--- config.mk ---
export PLATFORM = sky130hd
export DESIGN_NAME = seven_seg_scanner
export DESIGN_NICKNAME = d
export VERILOG_FILES = /design/src/rtl/seven_seg_scanner.sv
export SDC_FILE = /design/constraint.sdc
export NUM_CORES = 1
export LEC_CHECK = 0
export ABC_AREA = 1
export CORE_ASPECT_RATIO = 0.75
export CORE_MARGIN = 1
export CORE_UTILIZATION = 35
export CTS_BUF_LIST = sky130_fd_sc_hd__clkbuf_2 sky130_fd_sc_hd__clkbuf_4 sky130_fd_sc_hd__clkbuf_8
export CTS_CLUSTER_DIAMETER = 40
export DETAILED_ROUTE_END_ITERATION = 6
export GPL_ROUTABILITY_DRIVEN = 0
export PLACE_DENSITY = 0.63
export SLEW_MARGIN = 20
export SYNTH_ARGS = -nofsm -noshare
export SYNTH_HDL_FRONTEND = slang
export SYNTH_SLANG_ARGS = --single-unit
export TNS_END_PERCENT = 5
--- constraint.sdc ---
create_clock -name clk -period 4.05 [get_ports clk]
set_input_delay 0.405 -clock clk [delete_from_list [all_inputs] [get_ports clk]]
set_output_delay 0.405 -clock clk [all_outputs]
set_load 0.05 [all_outputs]
--- src/rtl/seven_seg_scanner.sv ---
// Time-multiplexes three decoded digits plus a minus sign onto one segment bus,
// with per-slot dead time and frame-synchronous snapshots. SEVEN_SEG_LZB_EN enables leading-zero blanking.
module seven_seg_scanner #(
   parameter int CLK_DIV       = 50000,
   parameter int BLANK_CYCLES  = 16,
   parameter int AN_ACTIVE_LOW = 1
) (
   input  logic       clk,
   input  logic       rst,
   input  logic       en,
   input  logic [6:0] seg_ones,
   input  logic [6:0] seg_tens,
   input  logic [6:0] seg_hundreds,
   input  logic       sign,
   input  logic       mode,
   output logic [6:0] seg,
   output logic [3:0] an,
   output logic       frame_start
);

   localparam int          CNT_W    = (CLK_DIV > 2) ? $clog2(CLK_DIV) : 1;
   localparam logic [CNT_W-1:0] CNT_LAST = CNT_W'(CLK_DIV - 1);
   localparam logic [CNT_W-1:0] CNT_DRV  = CNT_W'(BLANK_CYCLES);
   localparam logic [3:0]  AN_OFF   = (AN_ACTIVE_LOW != 0) ? 4'hF : 4'h0;

   logic [CNT_W-1:0] cnt_q, cnt_d;
   logic [1:0]       idx_q, idx_d;
   logic             run_q, run_d;
   logic [6:0]       snap_ones_q, snap_ones_d;
   logic [6:0]       snap_tens_q, snap_tens_d;
   logic [6:0]       snap_hund_q, snap_hund_d;
   logic             snap_sign_q, snap_sign_d;
   logic             snap_mode_q, snap_mode_d;
   logic [6:0]       seg_q, seg_d;
   logic [3:0]       an_q, an_d;
   logic             fs_q, fs_d;

   logic             take;
   logic [6:0]       blank_pat;
   logic [6:0]       minus_pat;
   logic [6:0]       digit_pat;
   logic             slot_blank;
   logic [3:0]       an_hot;

   // Next counter/snapshot state; outputs below are decoded from this next state
   // so the registered outputs line up with cnt/idx after each edge.
   always_comb begin
      cnt_d       = cnt_q;
      idx_d       = idx_q;
      run_d       = run_q;
      take        = 1'b0;
      if (!en) begin
         cnt_d = '0;
         idx_d = 2'd0;
         run_d = 1'b0;
      end else if (!run_q) begin
         run_d = 1'b1;
         take  = 1'b1;
         cnt_d = '0;
         idx_d = 2'd0;
      end else if (cnt_q == CNT_LAST) begin
         cnt_d = '0;
         idx_d = idx_q + 2'd1;
         take  = (idx_q == 2'd3);
      end else begin
         cnt_d = cnt_q + CNT_W'(1);
      end

      snap_ones_d = take ? seg_ones     : snap_ones_q;
      snap_tens_d = take ? seg_tens     : snap_tens_q;
      snap_hund_d = take ? seg_hundreds : snap_hund_q;
      snap_sign_d = take ? sign         : snap_sign_q;
      snap_mode_d = take ? mode         : snap_mode_q;
      fs_d        = take;
   end

   always_comb begin
      blank_pat = snap_mode_d ? 7'h7F : 7'h00;
      minus_pat = snap_mode_d ? 7'b0111111 : 7'b1000000;
      an_hot    = 4'b0001 << idx_d;
      case (idx_d)
         2'd0:    digit_pat = snap_ones_d;
         2'd1:    digit_pat = snap_tens_d;
         2'd2:    digit_pat = snap_hund_d;
         default: digit_pat = snap_sign_d ? minus_pat : blank_pat;
      endcase
`ifdef SEVEN_SEG_LZB_EN
      begin
         logic [6:0] zero_pat;
         logic       hund_zero;
         zero_pat   = snap_mode_d ? 7'b1000000 : 7'b0111111;
         hund_zero  = (snap_hund_d == zero_pat);
         slot_blank = ((idx_d == 2'd2) && hund_zero) ||
                      ((idx_d == 2'd1) && hund_zero && (snap_tens_d == zero_pat));
      end
`else
      slot_blank = 1'b0;
`endif
      if (!en) begin
         seg_d = mode ? 7'h7F : 7'h00;
         an_d  = AN_OFF;
      end else if ((cnt_d < CNT_DRV) || slot_blank) begin
         seg_d = blank_pat;
         an_d  = AN_OFF;
      end else begin
         seg_d = digit_pat;
         an_d  = (AN_ACTIVE_LOW != 0) ? ~an_hot : an_hot;
      end
   end

   always_ff @(posedge clk or posedge rst) begin
      if (rst) begin
         cnt_q       <= '0;
         idx_q       <= 2'd0;
         run_q       <= 1'b0;
         snap_ones_q <= 7'h00;
         snap_tens_q <= 7'h00;
         snap_hund_q <= 7'h00;
         snap_sign_q <= 1'b0;
         snap_mode_q <= 1'b0;
         seg_q       <= 7'h00;
         an_q        <= AN_OFF;
         fs_q        <= 1'b0;
      end else begin
         cnt_q       <= cnt_d;
         idx_q       <= idx_d;
         run_q       <= run_d;
         snap_ones_q <= snap_ones_d;
         snap_tens_q <= snap_tens_d;
         snap_hund_q <= snap_hund_d;
         snap_sign_q <= snap_sign_d;
         snap_mode_q <= snap_mode_d;
         seg_q       <= seg_d;
         an_q        <= an_d;
         fs_q        <= fs_d;
      end
   end

   assign seg         = seg_q;
   assign an          = an_q;
   assign frame_start = fs_q;

endmodule

# [After elaboration in Yosys (flattened, before gate mapping)]
# Cells that the tools add are included.
# W data, S select, Z words.
[classes] addsub=2 n_eq_ne=4 bitwise_logic=1 mux=24 n_reduce_logical=1 shift=1 magnitude_cmp=1
[ops] cell="$mux W7" n=9
[ops] cell="$mux W16" n=3
[ops] cell="$pmux W7 S3" n=1
[ops] cell="$add A16 B1 Y16 const B" n=1
[ops] cell="$eq A16 B16 Y1 const B" n=1
[ops] cell="$lt A16 B5 Y1 const B" n=1
[ops] cell="$mux W4" n=2
[ops] cell="$mux W1" n=6
[ops] cell="$mux W2" n=3
[ops] cell="$eq A2 B2 Y1 const B" n=2
[ops] cell="$not A4 Y4" n=1
[ops] cell="$shl A1 B2 Y4 const A" n=1
[ops] cell="$add A2 B1 Y2 const B" n=1
[ops] cell="$eq A2 B1 Y1 const B" n=1
[ops] cell="$logic_not A2 Y1" n=1
[word_totals] out_inout_bits=12 ff_bits=54 inputBits=26 word_cells=45

# [Depth between registers and ports, before layout]
[depth] depth_word=10 mapped_depth=15 ltp_nobuf=15

# [Least setup slack after synthesis]
# OpenSTA, ideal clock, no wires.
[synth_path] path_type="register -> register" startpoint="register cnt_q[0]" endpoint="register seg_q[1] (netlist: seg[1])" setup_ns=0.124 path_buffers=1 t_arrival_ns=1.708 required_ns=3.926 path_slack_ns=2.219 path_stages_with_launch=14 period_less_slack_ns=1.831 cell_sequence="dfrtp_1 -> ha_1 -> nand3_2 -> nor2_4 -> nand2_4 -> nand2_8 -> inv_6 -> nand3_2 -> nand2_2 -> nor2_4 -> nand3_2 -> buf_6 -> nand2_1 -> nand2_1"
[synth_via] elab_chain_len=10 elab_cells_between_ends=26 cone_classes="1 x add/sub; 1 x order compare; 3 x eq/ne; 20 x mux; 1 x reduce/logical"
[synth_lines] item="from (decl)" line="26" source="logic [CNT_W-1:0] cnt_q, cnt_d;"
[synth_lines] item="from (signal assigned)" line="125" source="cnt_q <= cnt_d;"
[synth_lines] item="branches (longest 8 deep; another with $add A16 B1 Y16)"
[synth_lines] item="$mux W7 *" line="102" source="end else if ((cnt_d < CNT_DRV) || slot_blank) begin"
[synth_lines] item="$mux W7 *" line="99" source="if (!en) begin"
[synth_lines] item="via seg_d[1]" line="34" source="logic [6:0] seg_q, seg_d;"
[synth_lines] item="to (signal assigned)" line="133" source="seg_q <= seg_d;"
[synth_lines] item="to (decl)" line="34"
# Mark *: on every way through the listed nets, which the timed path passes.

# [Final worst setup path]
[layout_path] startpoint="register cnt_q[0]" endpoint="register seg_q[0] (netlist: seg[0])"
[layout_via] elab_chain_len=10 elab_cells_between_ends=26 cone_classes="1 x add/sub; 1 x order compare; 3 x eq/ne; 20 x mux; 1 x reduce/logical"
[layout_lines] item="$eq A16 B16 Y1 *" line="61" source="end else if (cnt_q == CNT_LAST) begin"
[layout_lines] item="$mux W1 *" line="61"
[layout_lines] item="$mux W1 *" line="56" source="end else if (!run_q) begin"
[layout_lines] item="$mux W1 *" line="52" source="if (!en) begin"
[layout_lines] item="$mux W1 *" line="73" source="snap_mode_d = take ? mode : snap_mode_q;"
[layout_lines] item="via snap_mode_d" line="33" source="logic snap_mode_q, snap_mode_d;"
[layout_lines] item="$mux W7 (on tied branches)" line="78, 79"
[layout_lines] item="$mux W7" line="85" source="default: digit_pat = snap_sign_d ? minus_pat : blank_pat;"
[layout_lines] item="$pmux W7 S3" line="81" source="case (idx_d)"
[layout_lines] item="$mux W7 *" line="102"
[layout_lines] item="$mux W7 *" line="99"
[layout_lines] item="via seg_d[0]" line="34"
# Mark *: on every way through the listed nets, which the timed path passes. The rest lies on a longest branch.

==> flow_summary_export.csv <==
group,metric,value,unit
floorplanning,core,0.00792,sq mm
logic_synthesis,synth_cell_type_count,34,
sta,drv_slew,0,
sta,worst_pin_slew,805,ps
logic_synthesis,syn-cell-area,0.00288,sq mm
critical_path,cp-endpoint,"seg[0]",
critical_path,end_kind,"flip-flop",
logic_synthesis,postSynthCellCount,350,
sta,relSlewSlack,0.463,
drt,drc_errors,0,
job,maxCapViolCount,0,
critical_path,arrival,2660,ps
clocking,cts_buffers,5,
sta,post-route-period-util,0.609,
sta,post-route-min-period,2470,ps
global_routing,grt_overflow_total,0,
drt,drt_iter0_drc,150,
run_status,status,"finished, final reports clean",
critical_path,r2r_start,"cnt_q[0]",
critical_path,reg2reg_to,"seg[0]",
logic_synthesis,ys_ff_latch,54,
logic_synthesis,syn-num-nets,378,
pwr,vdd_ir_drop_max,0.152,mV
logic_synthesis,ys.warnings.count,0,
finish,final_common_cell,"nand2_1",
critical_path,cp-startpoint,"cnt_q[0]",
floorplanning,die_h,80.6,um
logic_synthesis,ys_seq_area_frac,0.471,
critical_path,r2r_cells,12,
finish,fin_area,0.00343,sq mm
finish,fin_util,0.433,
logic_synthesis,synth.avg_cell_area,8.23,sq um
logic_synthesis,synth-xor-area-share,0.00608,
clocking,cts_tree,"yes",
floorplanning,die_w,107,um
drt,firstDrtPassIters,4,
finish,final_cell_mix,"121 x nand2_1, 50 x dfrtp_1, 38 x inv_1",
sta,finalHoldViolations,0,
drt,vias,2303,
sta,setup_viol_count_final,0,
clocking,cts_max_path_buffers,2,
pwr,power_density,313,mW/mm^2
place,placed_cell_area,0.00334,sq mm
global_routing,grt_pass1_wl,10800,um
logic_synthesis,synthSimpleGateAreaFrac,0.407,
critical_path,critPathKind,"reg2reg",
finish,antenna_cells,0,
drt,wl_per_cell,13.2,um
floorplanning,pin_count,38,
global_routing,antenna_found_initial,0,
finish,nets,416,
place,port_buffers,37,
drt,ant_nets,0,
min_path,hold_path.class,"reg2reg",
critical_path,worstPathMaxFanout,28,
sta,skew,9.74,ps
pwr,total_leakage_power,0.00171,uW
critical_path,cp.required,4250,ps
clocking,cts_root_buf,"clkbuf_8",
sta,finalWorstSetupSlack,1580,ps
drt,via_per_inst,4.66,
clocking,hold_buffers,0,
clocking,post_cts_buffers,0,
logic_synthesis,synthMuxAreaShare,0.00782,
critical_path,regToRegSetupSlack,1580,ps
floorplanning,dieArea,0.00860,sq mm
clocking,h-tree-depth,2,
clocking,clk-insertion-delay-late,310,ps
place,post-dp-hpwl,4840,um
sta,max_freq,0.405,GHz
sta,whs,482,ps
sta,tns,0,ps
global_routing,grt_start_max_net_pins,39,
critical_path,critPathLaunchType,"flip-flop",
logic_synthesis,synth_fa_ha_area_frac,0.00869,
floorplanning,std_cell_rows,28,
global_routing,grt_util_all_layers,0.163,
global_routing,grt_pass1_vias,2112,
logic_synthesis,synth_top_family_by_area,"simple AND/OR/NAND/NOR gates",
clocking,cts.clk_slew.worst_paths,100,ps
place,dp_slack,1540,ps
clocking,cts_resized,0,
clocking,cts.sinks,54,
finish,drive_gt1_frac,0.170,
floorplanning,start_util,0.364,
finish,area_delta_synth_final,19.0,%
logic_synthesis,synth_compound_area_frac,0.0182,
drt,wirelength,6500,um
sta,rsz0062_at_grt,"false",
[how the worst min path moves through the flow]
stage | start | endpoint | slack [ps] | cells after the start
finish | snap_ones_q[5] | snap_ones_q[5] | 480 | 2
global route | snap_ones_q[5] | snap_ones_q[5] | 510 | 2
CTS | snap_ones_q[5] | snap_ones_q[5] | 480 | 2
detailed placement | snap_ones_q[5] | snap_ones_q[5] | 460 | 2
global placement | snap_ones_q[4] | snap_ones_q[4] | 450 | 2
floorplan | en | run_q | 440 | 0
[registers in the layout (all words and copies together), names as in the netlist]
name         flops
idx_q            2
an               4
snap_mode_q      1
seg              7
frame_start      1
snap_hund_q      7
cnt_q           16
snap_ones_q      7
run_q            1
snap_tens_q      7
snap_sign_q      1
[layout make-up]
class / count / area [sq um]
well taps: 105 / 131
clock buffers: 5 / 68.8
fillers: 803 / 4490
inverters: 44 / 171
multi-input cells: 244 / 1290
flip-flops and latches: 54 / 1360
repair buffers: 39 / 385
clock inverters: 3 / 23.8
[Yosys cell counts]
master | count | area share
mux2i_4 | 1 | 0.0078
nand2_4 | 3 | 0.012
o211ai_2 | 1 | 0.0043
nand3_1 | 30 | 0.052
o21ai_2 | 1 | 0.0030
nand3b_1 | 2 | 0.0052
xnor2_1 | 2 | 0.0061
clkinv_2 | 1 | 0.0017
nand3_2 | 13 | 0.045
inv_1 | 39 | 0.051
a21oi_1 | 1 | 0.0017
nor2_4 | 7 | 0.027
clkinv_1 | 1 | 0.0013
nand2_8 | 1 | 0.0070
o21bai_1 | 1 | 0.0026
ha_1 | 2 | 0.0087
nor2_2 | 5 | 0.011
nor3_2 | 1 | 0.0035
a31o_2 | 1 | 0.0030
o21ai_0 | 2 | 0.0035
buf_4 | 2 | 0.0052
dfstp_2 | 4 | 0.036
inv_6 | 1 | 0.0030
buf_2 | 1 | 0.0017
nand2_1 | 121 | 0.16
inv_2 | 2 | 0.0026
buf_6 | 3 | 0.012
clkbuf_1 | 2 | 0.0026
nand4_2 | 1 | 0.0043
nand4_1 | 10 | 0.022
nor2_1 | 24 | 0.031
nor3_1 | 2 | 0.0035
nand2_2 | 12 | 0.026
dfrtp_1 | 50 | 0.43
[metrics by stage]
step	power [uW]	cells
after floorplan	710	350
after global placement	775	486
after detailed placement	776	486
after CTS	1090	494
after global routing	1130	494
final	1070	494
[kinds of logic after synthesis]
kind of cell,after synthesis
xor+xnor,2
mux,1
fa+ha+maj,2
compound gates,7
flops,54
buf+inv,52
simple gates,232
[power by group]
group	switching, uW	internal (uW)	leakage (uW)
Combinational	111	64.5	0.000991
Sequential	12.2	577	0.000683
Clock	183	124	0.0000408
Total	306	765	0.00171
[routing by layer]
layer / track usage / up-vias / share of wire
met5: 0 / - / 0
met4: 0.0370 / 0 / 0.0068
met3: 0.0284 / 4 / 0.052
met2: 0.225 / 53 / 0.41
li1: - / 1169 / -
met1: 0.258 / 1077 / 0.53
[worst max-delay path, stage by stage (launching register included)]
cell	delay (ps)
dfrtp_1	450
ha_1	230
nand3_2	140
nor2_4	200
nand3_2	110
nand2_4	240
nand2_4	240
nand2_1	140
o21ai_2	80
nand2_1	220
nand4_1	120
nand2_1	100
nand2_1	60
(Power assumes the default switching activity.)
